==> config.mk <==
export PLATFORM = sky130hd
export DESIGN_NAME = scan_wr_packer
export DESIGN_NICKNAME = d
export VERILOG_FILES = /design/src/rtl/scan_wr_pkg.sv /design/src/rtl/scan_word_fifo.sv /design/src/rtl/scan_wr_packer.sv
export SDC_FILE = /design/constraint.sdc
export NUM_CORES = 1
export LEC_CHECK = 0
export ABC_AREA = 1
export CORE_UTILIZATION = 37
export CTS_CLUSTER_DIAMETER = 150
export DETAILED_ROUTE_END_ITERATION = 10
export PLACE_DENSITY_LB_ADDON = 0.05
export SLEW_MARGIN = 25
export SYNTH_ARGS = -nofsm -noshare
export SYNTH_HDL_FRONTEND = slang
export SYNTH_SLANG_ARGS = --single-unit
==> constraint.sdc <==
create_clock -name CLK -period 2.9 [get_ports CLK]
set_clock_uncertainty 0.05 [all_clocks]
set_input_delay 0.29 -clock CLK [delete_from_list [all_inputs] [get_ports CLK]]
set_output_delay 0.29 -clock CLK [all_outputs]
set_load 0.02 [all_outputs]
==> src/rtl/scan_wr_pkg.sv <==
// -----------------------------------------------------------------------------
// scan_wr_pkg
// Shared definitions for the scanner write packer: FSM state encoding,
// default burst/FIFO/address constants, the flush pad word, and the wrapping
// burst-address helper.
// -----------------------------------------------------------------------------
package scan_wr_pkg;

   typedef enum logic [2:0] {
      S_IDLE,
      S_REQ,
      S_BURST,
      S_FLUSH,
      S_SYNC
   } state_e;

   localparam int unsigned BURST_LEN_DEF  = 32;
   localparam int unsigned FIFO_DEPTH_DEF = 64;
   localparam int unsigned BASE_ADDR_DEF  = 0;
   localparam int unsigned MAX_ADDR_DEF   = 1843200;   // 307200 * 6
   localparam logic [15:0] PAD_WORD_DEF   = 16'h0000;

   // Next burst start address: advance by one burst, restart at base when the
   // result reaches the exclusive limit.
   function automatic logic [31:0] wrap_add(input logic [31:0] cur,
                                            input logic [31:0] inc,
                                            input logic [31:0] base,
                                            input logic [31:0] lim);
      logic [31:0] s;
      s = cur + inc;
      return (s >= lim) ? base : s;
   endfunction

endpackage

==> src/rtl/scan_word_fifo.sv <==
// -----------------------------------------------------------------------------
// scan_word_fifo
// Single-clock show-ahead word FIFO. The head word is always visible on
// rdata_o; a pop advances to the next entry. Pushes while full and pops while
// empty are ignored here (the caller accounts for drops).
//   clk_i    clock
//   rst_i    synchronous active-high reset (empties the FIFO)
//   push_i   write wdata_i this cycle
//   wdata_i  word to write
//   pop_i    consume the head word this cycle
//   rdata_o  head word (undefined content when empty)
//   level_o  number of stored words
//   full_o   level_o == DEPTH
//   empty_o  level_o == 0
// -----------------------------------------------------------------------------
module scan_word_fifo #(
   parameter  int unsigned DEPTH = 64,
   parameter  int unsigned W     = 16,
   localparam int unsigned PW    = $clog2(DEPTH),
   localparam int unsigned LW    = PW + 1
) (
   input  logic          clk_i,
   input  logic          rst_i,
   input  logic          push_i,
   input  logic [W-1:0]  wdata_i,
   input  logic          pop_i,
   output logic [W-1:0]  rdata_o,
   output logic [LW-1:0] level_o,
   output logic          full_o,
   output logic          empty_o
);

   logic [W-1:0]  mem_q [DEPTH];
   logic [PW-1:0] wptr_q;
   logic [PW-1:0] rptr_q;
   logic [LW-1:0] level_q;
   logic          do_wr;
   logic          do_rd;

   assign full_o  = (level_q == LW'(DEPTH));
   assign empty_o = (level_q == '0);
   assign do_wr   = push_i && !full_o;
   assign do_rd   = pop_i && !empty_o;
   assign rdata_o = mem_q[rptr_q];
   assign level_o = level_q;

   always_ff @(posedge clk_i) begin
      if (do_wr) mem_q[wptr_q] <= wdata_i;
   end

   always_ff @(posedge clk_i) begin
      if (rst_i) begin
         wptr_q  <= '0;
         rptr_q  <= '0;
         level_q <= '0;
      end else begin
         if (do_wr) wptr_q <= wptr_q + PW'(1);
         if (do_rd) rptr_q <= rptr_q + PW'(1);
         case ({do_wr, do_rd})
            2'b10:   level_q <= level_q + LW'(1);
            2'b01:   level_q <= level_q - LW'(1);
            default: ;
         endcase
      end
   end

endmodule

==> src/rtl/scan_wr_packer.sv <==
// -----------------------------------------------------------------------------
// scan_wr_packer
// Packs the scanner byte stream into 16-bit words (first byte low), buffers
// them in a word FIFO and offers fixed-length SDRAM write bursts with a
// wrapping word address. frame_sync flushes the partial burst with pad words
// and restarts the address at BASE_ADDR.
// Optional build macro: SCAN_DROP_CNT_EN adds drop_cnt (saturating count of
// words dropped on a full FIFO).
//   CLK/RESET        clock, synchronous active-high reset
//   byte_in/byte_stb scanner sample and its one-cycle strobe
//   frame_sync       start-of-frame pulse
//   burst_req/addr   burst offer and its start word address
//   burst_ack        controller accepts the offered burst
//   word_pop         controller consumes wr_data this cycle
//   wr_data          FIFO head word, or PAD_WORD once a flush burst runs dry
//   fifo_level       stored words
//   overflow         sticky drop flag
//   busy             high in BURST, FLUSH or SYNC
// -----------------------------------------------------------------------------
module scan_wr_packer
   import scan_wr_pkg::*;
#(
   parameter int unsigned BURST_LEN  = BURST_LEN_DEF,
   parameter int unsigned FIFO_DEPTH = FIFO_DEPTH_DEF,
   parameter int unsigned BASE_ADDR  = BASE_ADDR_DEF,
   parameter int unsigned MAX_ADDR   = MAX_ADDR_DEF,
   parameter logic [15:0] PAD_WORD   = PAD_WORD_DEF,
   parameter int unsigned AW         = 23
) (
   input  logic          CLK,
   input  logic          RESET,
   input  logic [7:0]    byte_in,
   input  logic          byte_stb,
   input  logic          frame_sync,
   output logic          burst_req,
   output logic [AW-1:0] burst_addr,
   input  logic          burst_ack,
   input  logic          word_pop,
   output logic [15:0]   wr_data,
   output logic [6:0]    fifo_level,
   output logic          overflow,
`ifdef SCAN_DROP_CNT_EN
   output logic [15:0]   drop_cnt,
`endif
   output logic          busy
);

   localparam int unsigned LW = $clog2(FIFO_DEPTH) + 1;
   localparam int unsigned CW = $clog2(BURST_LEN) + 1;

   state_e        state_q, state_d;
   logic [CW-1:0] cnt_q;
   logic [AW-1:0] addr_q;
   logic          sync_pend_q;
   logic          flush_q;
   logic          ovf_q;
   logic [7:0]    half_q;
   logic          half_vld_q;
   logic [15:0]   word_q;
   logic          push_q;

   logic [15:0]   fifo_rdata;
   logic [LW-1:0] fifo_lvl;
   logic          fifo_full;
   logic          fifo_empty;
   logic          burst_done;
   logic          pack_restart;

   scan_word_fifo #(
      .DEPTH (FIFO_DEPTH),
      .W     (16)
   ) u_fifo (
      .clk_i   (CLK),
      .rst_i   (RESET),
      .push_i  (push_q),
      .wdata_i (word_q),
      .pop_i   (word_pop),
      .rdata_o (fifo_rdata),
      .level_o (fifo_lvl),
      .full_o  (fifo_full),
      .empty_o (fifo_empty)
   );

   assign burst_done = (state_q == S_BURST) && word_pop &&
                       (cnt_q == CW'(BURST_LEN - 1));

   // ---------------- FSM: state register ----------------
   always_ff @(posedge CLK) begin
      if (RESET) state_q <= S_IDLE;
      else       state_q <= state_d;
   end

   // ---------------- FSM: next state ----------------
   always_comb begin
      state_d = state_q;
      case (state_q)
         S_IDLE: begin
            if (frame_sync)                     state_d = S_FLUSH;
            else if (fifo_lvl >= LW'(BURST_LEN)) state_d = S_REQ;
         end
         S_REQ:   if (burst_ack) state_d = S_BURST;
         S_BURST: if (burst_done) state_d = (sync_pend_q || flush_q) ? S_SYNC : S_IDLE;
         // A word still in the push register counts as buffered data.
         S_FLUSH: state_d = (fifo_lvl != '0 || push_q) ? S_REQ : S_SYNC;
         S_SYNC:  state_d = S_IDLE;
         default: state_d = S_IDLE;
      endcase
   end

   // ---------------- FSM: outputs ----------------
   always_comb begin
      burst_req = (state_q == S_REQ);
      busy      = (state_q == S_BURST) || (state_q == S_FLUSH) || (state_q == S_SYNC);
      wr_data   = fifo_rdata;
      if (fifo_empty) wr_data = (state_q == S_BURST) ? PAD_WORD : '0;
   end

   assign burst_addr = addr_q;
   assign fifo_level = 7'(fifo_lvl);
   assign overflow   = ovf_q;

   // ---------------- burst control / address ----------------
   always_ff @(posedge CLK) begin
      if (RESET) begin
         cnt_q       <= '0;
         addr_q      <= AW'(BASE_ADDR);
         sync_pend_q <= 1'b0;
         flush_q     <= 1'b0;
      end else begin
         if (state_q == S_REQ && burst_ack)        cnt_q <= '0;
         else if (state_q == S_BURST && word_pop)  cnt_q <= cnt_q + CW'(1);

         if (burst_done)
            addr_q <= AW'(wrap_add(32'(addr_q), BURST_LEN, BASE_ADDR, MAX_ADDR));
         else if (state_q == S_SYNC)
            addr_q <= AW'(BASE_ADDR);

         // Syncs during an in-flight burst collapse into one pending flag.
         if (state_q == S_SYNC)
            sync_pend_q <= 1'b0;
         else if (frame_sync && (state_q == S_REQ || state_q == S_BURST))
            sync_pend_q <= 1'b1;

         if (state_q == S_FLUSH)     flush_q <= 1'b1;
         else if (state_q == S_SYNC) flush_q <= 1'b0;
      end
   end

   // ---------------- byte packer ----------------
   // Entering FLUSH drops a dangling odd byte; SYNC restarts packing. In both
   // cycles a byte strobed at the same time becomes the new frame's low byte.
   assign pack_restart = (state_q == S_SYNC) || (state_q == S_IDLE && frame_sync);

   always_ff @(posedge CLK) begin
      if (RESET) begin
         half_q     <= '0;
         half_vld_q <= 1'b0;
         word_q     <= '0;
         push_q     <= 1'b0;
         ovf_q      <= 1'b0;
      end else begin
         push_q <= 1'b0;
         if (pack_restart) begin
            half_vld_q <= byte_stb;
            half_q     <= byte_in;
         end else if (byte_stb) begin
            if (half_vld_q) begin
               word_q     <= {byte_in, half_q};
               push_q     <= 1'b1;
               half_vld_q <= 1'b0;
            end else begin
               half_q     <= byte_in;
               half_vld_q <= 1'b1;
            end
         end
         if (push_q && fifo_full) ovf_q <= 1'b1;
      end
   end

`ifdef SCAN_DROP_CNT_EN
   logic [15:0] drop_q;
   always_ff @(posedge CLK) begin
      if (RESET)                                   drop_q <= '0;
      else if (push_q && fifo_full && drop_q != '1) drop_q <= drop_q + 16'd1;
   end
   assign drop_cnt = drop_q;
`endif

   // Popping an empty FIFO is only legitimate as padding inside a burst.
   always_ff @(posedge CLK) begin
      if (!RESET && word_pop && fifo_empty)
         assert (state_q == S_BURST);
   end

endmodule

=== Word-level counts from Yosys, hierarchy flattened ===
Memories as Yosys holds them, arrays and structs flattened. A register that Yosys moved wholly into a read port is not among the register bits.
Index checks and enable logic that the tools add are counted.

* Register bits: 80
* RAM bits: 1024
* Output and inout port bits: 49
* Memories kept: 1

{| class="wikitable"
|+ Memory list
! name !! depth !! width !! read ports !! clocked after Yosys merged registers in !! wr ports !! line !! text
|-
| u_fifo.mem_q || 64 || 16 || 1 || 1 || 1 || scan_word_fifo.sv:33 || <nowiki>logic [W-1:0] mem_q [DEPTH];</nowiki>
|}

* Add/subtract/negate cells: 6
* Order comparisons: 2
* Eq/ne operators: 12
* Multiplexer cells: 25
* Bitwise gates (word level): 2
* Reduce and logical (&&, ||, !) cells: 29

{| class="wikitable"
|+ Operators by type and width
! operator !! count
|-
| 23-bit 2-to-1 mux || 3
|-
| 23-bit by 6-bit adder with 24-bit output, second input constant || 1
|-
| 24-bit by 21-bit >= comparator with 1-bit output, second input constant || 1
|-
| 8-bit 2-to-1 mux || 3
|-
| 6-bit by 1-bit adder with 6-bit output, second input constant || 3
|-
| 3-bit 2-to-1 mux || 6
|-
| 16-bit 2-to-1 mux || 1
|-
| 7-bit case mux with 2 select lines || 1
|-
| 6-bit 2-to-1 mux || 2
|-
| 3-bit case mux with 4 select lines || 1
|-
| 1-bit logical AND || 8
|-
| 1-bit 2-to-1 mux || 8
|-
| 2-bit nonzero test || 4
|-
| 7-bit by 1-bit adder with 7-bit output, second input constant || 1
|-
| 7-bit equality test, second input constant || 1
|-
| 7-bit by 6-bit >= comparator with 1-bit output, second input constant || 1
|-
| 7-bit logical NOT || 1
|-
| 7-bit nonzero test || 1
|-
| 7-bit by 1-bit subtractor with 7-bit output, second input constant || 1
|-
| 3-bit by 2-bit equality test with 1-bit output, second input constant || 2
|-
| 6-bit by 5-bit equality test with 1-bit output, second input constant || 1
|-
| 1-bit logical OR || 6
|-
| 3-bit AND reduction || 2
|-
| 2-bit by 1-bit inequality test with 1-bit output, second input constant || 2
|-
| 12 further kinds || 15
|}

=== Logic depth before layout (Yosys ltp) ===
Gate-level depths: netlist (run 1).

* Depth after elaboration: 5
* Depth in mapped cells: 16
* Gate-level depth less buffers: 16

=== Cells and area by module ===
Synthesis (run 1) repeated with hierarchy kept, for this count alone.

* Cell total of the unflattened synthesis: 4096
* Area total of the unflattened synthesis: 46071.7 µm²

{| class="wikitable"
|+ By module, submodules not included
! module !! times used !! cells each !! area each (µm²) !! seq. area each (µm²)
|-
| scan_word_fifo || 1 || 3675 || 43050.0 || 31250.0
|-
| scan_wr_packer || 1 || 421 || 3021.6 || 1121.1
|}

=== Least setup slack after synthesis (run 1) ===
No wires, ideal clock.

* Path type: reg2reg
* From: register u_fifo.level_q[6] (netlist: u_fifo.level_o[6])
* To: register u_fifo.level_q[5] (netlist: u_fifo.level_o[5])
* Setup time: 0.115 ns
* Arrival: 2.469 ns
* Required time: 2.735 ns
* Slack: 0.266 ns
* Stages on the path, launching flop included: 14
* Clock period less this slack: 2.634 ns
* Cells stage by stage: dfxtp_1 inv_1 nor4_1 nor2_1 inv_1 ha_1 ha_1 a21oi_1 nand2_1 a21oi_1 o21ai_0 xor2_1 o21ai_0 inv_1

* Cells in the longest elaborated chain, start to end: 5
* Elaborated cells between the ends (all ways): 10

{| class="wikitable"
|+ Ends and longest elaborated chain
! what !! line !! text
|-
| from (decl) || scan_word_fifo.sv:36 || <nowiki>logic [LW-1:0] level_q;</nowiki>
|-
| from (signal assigned) || scan_word_fifo.sv:60 || <nowiki>2'b10: level_q <= level_q + LW'(1);</nowiki>
|-
| from (signal assigned) || scan_word_fifo.sv:61 || <nowiki>2'b01: level_q <= level_q - LW'(1);</nowiki>
|-
| 7-bit equality test or 7-bit logical NOT (tied branches) || scan_word_fifo.sv:40, scan_word_fifo.sv:41 ||
|-
| 1-bit logical NOT (on tied branches) || scan_word_fifo.sv:42, scan_word_fifo.sv:43 ||
|-
| 1-bit logical AND (on tied branches) || scan_word_fifo.sv:42, scan_word_fifo.sv:43 ||
|-
| 2-bit by 1-bit equality test with 1-bit output or 2-bit equality test (tied branches) || scan_word_fifo.sv:59 || <nowiki>case ({do_wr, do_rd})</nowiki>
|-
| 7-bit case mux with 2 select lines or 2-bit nonzero test (tied branches) || -- ||
|}

Several ways; a longest one is shown, not always the timed one.
A chain may end at the register's enable or synchronous reset.

==> impl_metrics.env, run 1 <==
export IMPL_dpl_hpwl_um=87730
export IMPL_p_per_area_nw_per_um2=838.1
export IMPL_power_w=0.04759
export IMPL_maxCapViolations=0
export IMPL_num_vias=31360
export IMPL_start_util_pct=37.55
export IMPL_fin_crit_sh_pct=118.5
export IMPL_io_buffer_count=57
export IMPL_syn_avg_cell_area_um2=11.34
export IMPL_min_period_ns=3.436
export IMPL_max_freq_mhz=291.0
export IMPL_grt_remaining_overflow=0
export IMPL_cts_buffer_depth=3
export IMPL_cts_root_buffer="clkbuf_16"
export IMPL_wirelength_um=148500
export IMPL_synth_top_area_share_pct=67.90
export IMPL_drt_pass1_iter_count=5
export IMPL_setup_violations=16
export IMPL_final_cell_mix="nand2_1, edfxtp_1, nand3_1"
export IMPL_synth_area_top_cells="edfxtp_1, nand2_1, nand3_1"
export IMPL_via_per_inst=5.186
export IMPL_synth_top_cell_by_area="edfxtp_1"
export IMPL_core_um2=120600
export IMPL_final_common_cell="nand2_1"
export IMPL_drv_slew=0
export IMPL_path_class="reg2out"
export IMPL_ios=63
export IMPL_fin_util_pct=47.08
export IMPL_dieArea_um2=123800
export IMPL_crit_path_start_kind="flop"
export IMPL_drc=0
export IMPL_track_usage_pct=23.75
export IMPL_worstPathMaxFanout=7
export IMPL_die_h_um=351.8
export IMPL_end_kind="primary output"
export IMPL_hold_violations=0
export IMPL_violations="negative setup slack"
export IMPL_syn_to_final_growth_pct=25.39
export IMPL_worstMarginPinSlew_ns=0.8672
export IMPL_syn_cell_area_um2=45280
export IMPL_nNetsFinal=4355
export IMPL_postPlaceCellArea_um2=50160
export IMPL_num_rows=127
export IMPL_grt_pass1_wl_um=213000
export IMPL_final_layout_size_suffix_gt1_share_pct=19.12
export IMPL_htree_num_levels=3
export IMPL_grt_pass1_vias=30100
export IMPL_maxSlewHeadroom_pct=42.18
export IMPL_path_clk_slew_ns=0.06
export IMPL_worst_slack_ns=-0.5365
export IMPL_tns_ns=-6.961
export IMPL_ys_seq_elements=1105
export IMPL_cts_inserted_buffers=121
export IMPL_die_w_um=351.8
export IMPL_min_path_type="in2reg"
export IMPL_rsz0062_at_grt="true"
export IMPL_ys_types=38
export IMPL_grt_max_degree=66
export IMPL_peakVddDrop_uv=543.8
export IMPL_ys_seq_area_share_pct=71.48
export IMPL_wl_per_cell_um=24.55
export IMPL_ys_warn_count=0
export IMPL_synthCells=3994
export IMPL_design_area_um2=56780
export IMPL_cts_sinks=1105
export IMPL_worstPathRequired_ns=2.56
export IMPL_drt_iter0_markers=3000
export IMPL_status="finished with violations"
export IMPL_antenna_found_initial=2
export IMPL_clk_latency_ns=0.73
export IMPL_ant_nets=0
export IMPL_leakage_nw=20.57
export IMPL_arrival_ns=3.10
export IMPL_place_gp_congestion=0.8323
export IMPL_cts_tree="done"
-- timing repair --
action | 4_1_cts | 5_1_grt
cloned | 21 | 14
gates resized for setup | 173 | 181
setup endpoints to repair | 16 | 16
pin swaps | 16 | 66
hold buffers | 0 | 0
buffers inserted | 32 | 31
-- stage by stage --
stage | hold WS (ns) | setup WS (ns) | cells
floorplan | 0.3431 | 0.2659 | 3998
global placement | 0.3746 | -0.2259 | 5727
detailed placement | 0.3784 | -0.2266 | 5727
CTS | 0.02739 | -0.5608 | 6005
global route | 0.08899 | -0.6159 | 6047
finish | 0.07181 | -0.5365 | 6048
-- cell families after synthesis --
group / after synthesis / share of synthesized area (%)
adders and majority gates: 11 / 0.3205
other: 1 / 0.008281
xor gates and xnor gates: 13 / 0.2514
and+or+nand+nor: 2304 / 21.77
DFF: 1105 / 71.48
buffers and inverters: 321 / 3.208
AOI/OAI and AO/OA: 239 / 2.954
-- worst paths after layout --
| path | startpoint | end | slack [ns] | cells past startpoint |
|---|---|---|---|---|
| max | flop | wr_data[15] | -0.54 | 16 |
| min | byte_in[4] | half_q[4]$_SDFFE_PP0P_ | 0.07 | 3 |
| max reg2reg | u_fifo.level_o[2]$_SDFFE_PP0P_ | u_fifo.level_o[5]$_SDFFE_PP0P_ | 0.23 | 14 |
| min reg2reg | half_q[1]$_SDFFE_PP0P_ | word_q[1]$_SDFFE_PP0P_ | 0.39 | 2 |
-- routing by layer --
layer	vias to the layer above	GRT usage [%]	routed length [µm]
met5	-	0	13
met4	2	5.679	2955
met3	175	2.859	7925
met2	802	38.24	69600
met1	15670	34.15	68010
li1	14720	-	-
-- cell usage after synthesis, drive strengths merged --
| cell | count |
|---|---|
| nand2 | 1316 |
| edfxtp | 1024 |
| nand3 | 805 |
| buf | 173 |
| nor2 | 145 |
| a21oi | 144 |
| dfxtp | 81 |
| inv | 79 |
| clkbuf | 68 |
| o21ai | 55 |
| o211ai | 22 |
| o31ai | 16 |
| nand4 | 15 |
| nor3 | 14 |
| ha | 10 |
| xor2 | 10 |
| nor3b | 4 |
| xnor2 | 3 |
| nor4 | 2 |
| o21a | 2 |
| or2 | 2 |
| and3 | 1 |
| clkinv | 1 |
| conb | 1 |
| fa | 1 |
-- critical path, stage by stage, from the launching register on --
cell       delay (ns)
dfxtp_4          0.35
buf_12           0.16
clkinv_16        0.08
buf_12           0.12
buf_12           0.15
buf_12           0.12
buf_6            0.10
nand2_2          0.04
nand3_2          0.05
nand2_2          0.05
a21oi_2          0.12
o31ai_2          0.08
nand2_2          0.16
o211ai_1         0.16
a21oi_2          0.32
buf_4            0.18
buf_6            0.11
-- where the power goes --
| part | switching, W | internal [W] |
|---|---|---|
| clock | 0.00634 | 0.00827 |
| combinational | 0.00921 | 0.00601 |
| sequential | 0.000213 | 0.0175 |
-- registers in the layout, summed over array words and instances, names as in the netlist, 3 cells and up, named ones only --
name,count
u_fifo.mem_q,1024
u_fifo.wptr_q,6
u_fifo.rptr_q,6
cnt_q,6
half_q,8
u_fifo.level_o,7
burst_addr,18
word_q,16
state_q,3
-- area by class of cell --
cell class              instances  area [µm²]
fillers                     10970       63830
flip-flops and latches       1105       32410
multi-input cells            2572       12380
repair buffers                448        5856
clock buffers                 174        3359
well taps                    1612        2017
inverters                      80       369.1
clock inverters                53       365.4
repair inverters                2       20.02
diodes                          2       5.005
(Power assumes the default switching activity.)
==> run 2, diff against run 1 <==
--- a/config.mk
+++ b/config.mk
@@ -6,6 +6,7 @@
 export NUM_CORES = 1
 export LEC_CHECK = 0
 export ABC_AREA = 1
+export CORE_ASPECT_RATIO = 1.75
 export CORE_UTILIZATION = 37
 export CTS_CLUSTER_DIAMETER = 150
 export DETAILED_ROUTE_END_ITERATION = 10
==> run 2 against run 1 <==
Net effect: the flow still finishes with violations (negative setup slack); critical path depth down 2; sequential power about the same; total power down 1.0%; combinational power about the same; critical endpoint is now wr_data[12]; largest cell class unchanged.
==> impl_metrics.env, run 2 (synthesized netlist as in run 1, its figures left out) <==
export IMPL_syn_to_final_growth_pct=25.96
export IMPL_peakVddDrop_uv=562.8
export IMPL_grt_pass1_wl_um=224800
export IMPL_worstPathRequired_ns=2.56
export IMPL_htree_num_levels=3
export IMPL_hold_violations=0
export IMPL_cts_buffer_depth=3
export IMPL_worstMarginPinSlew_ns=0.9855
export IMPL_wirelength_um=157100
export IMPL_path_cells="buf_12 -> buf_4 -> buf_12 -> clkbuf_16 -> nand2_1 -> nand3_1 -> nand3_1 -> nand2_1 -> a21oi_1 -> nand2_1 -> nand3_1 -> a21oi_1 -> buf_4 -> buf_6"
export IMPL_regMostFlops="u_fifo.mem_q"
export IMPL_p_int_w=0.03133
export IMPL_fillers=11190
export IMPL_violations="negative setup slack"
export IMPL_leakage_nw=20.55
export IMPL_fin_crit_sh_pct=119.8
export IMPL_die_w_um=266.5
export IMPL_grt_max_degree=65
export IMPL_final_cell_mix="nand2_1, edfxtp_1, nand3_1"
export IMPL_track_usage_pct=25.46
export IMPL_cts_sinks=1105
export IMPL_drt_iter0_markers=2173
export IMPL_drc=0
export IMPL_seqPwrFrac_pct=37.7
export IMPL_cts_hold_buf=0
export IMPL_slowest_stage="dfxtp_4"
export IMPL_wl_per_cell_um=25.93
export IMPL_io_buffer_count=57
export IMPL_postPlaceCellArea_um2=50890
export IMPL_maxSlewHeadroom_pct=34.30
export IMPL_max_freq_mhz=287.8
export IMPL_grt_pass1_vias=31340
export IMPL_final_common_cell="nand2_1"
export IMPL_p_sw_w=0.01577
export IMPL_largest_reg_flops=1024
export IMPL_multi_input_area_um2=12830
export IMPL_ant_nets=0
export IMPL_p_sw_share_pct=33.48
export IMPL_register_area_um2=32410
export IMPL_ios=63
export IMPL_arrival_ns=3.13
export IMPL_min_path_type="in2reg"
export IMPL_nNetsFinal=4368
export IMPL_min_period_ns=3.475
export IMPL_final_layout_size_suffix_gt1_share_pct=20.98
export IMPL_place_gp_congestion=0.8245
export IMPL_maxCapViolations=0
export IMPL_worst_slack_ns=-0.5745
export IMPL_path_clk_slew_ns=0.06
export IMPL_drv_slew=0
export IMPL_drt_pass1_iter_count=6
export IMPL_dieArea_um2=123800
export IMPL_via_per_inst=5.177
export IMPL_crit_path_start_kind="flop"
export IMPL_rsz0062_at_grt="true"
export IMPL_start_util_pct=37.31
export IMPL_setup_violations=16
export IMPL_num_vias=31370
export IMPL_die_h_um=464.8
export IMPL_tns_ns=-7.613
export IMPL_slowest_delay_ns=0.37
export IMPL_combPwrFrac_pct=32.7
export IMPL_status="finished with violations"
export IMPL_cts_inserted_buffers=104
export IMPL_clk_latency_ns=0.70
export IMPL_antenna_found_initial=4
export IMPL_path_class="reg2out"
export IMPL_num_rows=169
export IMPL_end_kind="primary output"
export IMPL_p_per_area_nw_per_um2=825.8
export IMPL_cts_root_buffer="clkbuf_16"
export IMPL_worstPathMaxFanout=11
export IMPL_core_um2=121400
export IMPL_dpl_hpwl_um=98140
export IMPL_power_share_clock_pct=29.7
export IMPL_grt_remaining_overflow=0
export IMPL_cts_tree="done"
export IMPL_design_area_um2=57040
[run 2: cell count changes in the layout (fill, tap and decap cells not counted), moves of 17 or more]
cell,delta
nand2_1,-17
clkbuf_16,-25
nand3_1,-24
clkbuf_1,-19
nand3_4,+17
buf_4,+36
[run 2: cell type report]
cell class	instances	area share, %
sequential	1105	56.82
multi-input combinational	2572	22.50
timing repair buffer	476	10.42
clock buffer	133	4.918
tap	1624	3.562
clock inverter	62	1.059
inverter	80	0.6098
timing repair inverter	4	0.09213
antenna	3	0.01316
[run 2: what timing repair did]
item,CTS,global route
gates resized for setup,334,124
buffers inserted,32,14
endpoints found under the setup margin,18,185
pin swaps,59,67
hold endpoints to repair,0,0
gates cloned,25,4
[run 2: final timing paths]
kind | from | end | slack, ns | cells past startpoint
setup / recovery | flop | wr_data[12] | -0.57 | 14
hold / removal | byte_in[4] | half_q[4]$_SDFFE_PP0P_ | 0.10 | 3
setup reg to reg | u_fifo.level_o[2]$_SDFFE_PP0P_ | u_fifo.mem_q[5][3]$_DFFE_PP_ | 0.23 | 12
hold reg to reg | half_q[3]$_SDFFE_PP0P_ | word_q[3]$_SDFFE_PP0P_ | 0.39 | 2
[run 2: critical path: cells and delay by family (launching register included)]
family	cells	cell delay, ns
buf+inv	6	0.95
compound gates	2	0.39
flops	1	0.37
simple gates	6	0.68
[run 2: power groups by stage]
stage          clock network [W]  registers [W]  logic (W)
3_3_place_gp                   0         0.0181     0.0126
2_1_floorplan                  0         0.0181    0.00632
3_5_place_dp                   0         0.0181     0.0126
6_report                  0.0140         0.0178     0.0154
4_1_cts                   0.0143         0.0177     0.0148
5_1_grt                   0.0148         0.0178     0.0165
[run 2: per-layer routing]
| metal | routed length, µm | track usage [%] | up-vias |
|---|---|---|---|
| met5 | 0 | 0 | - |
| met4 | 6741 | 10.67 | 0 |
| met3 | 5518 | 2.373 | 220 |
| met2 | 83490 | 46.53 | 730 |
| met1 | 61340 | 30.23 | 15690 |
| li1 | - | - | 14730 |
[run 2: metrics by stage]
| step | setup WS, ns | util (%) | cells | hold WS, ns | total power (W) |
|---|---|---|---|---|---|
| after global placement | -0.6181 | 41.92 | 5798 | 0.3789 | 0.03072 |
| final | -0.5745 | 47.00 | 6059 | 0.1016 | 0.04711 |
| after floorplan | 0.2659 | - | 3998 | 0.3431 | 0.02443 |
| after CTS | -0.5973 | 46.38 | 6043 | 0.05202 | 0.04686 |
| after detailed placement | -0.6631 | 41.92 | 5798 | 0.3783 | 0.03069 |
| after global routing | -0.6576 | 46.99 | 6057 | 0.09485 | 0.04901 |
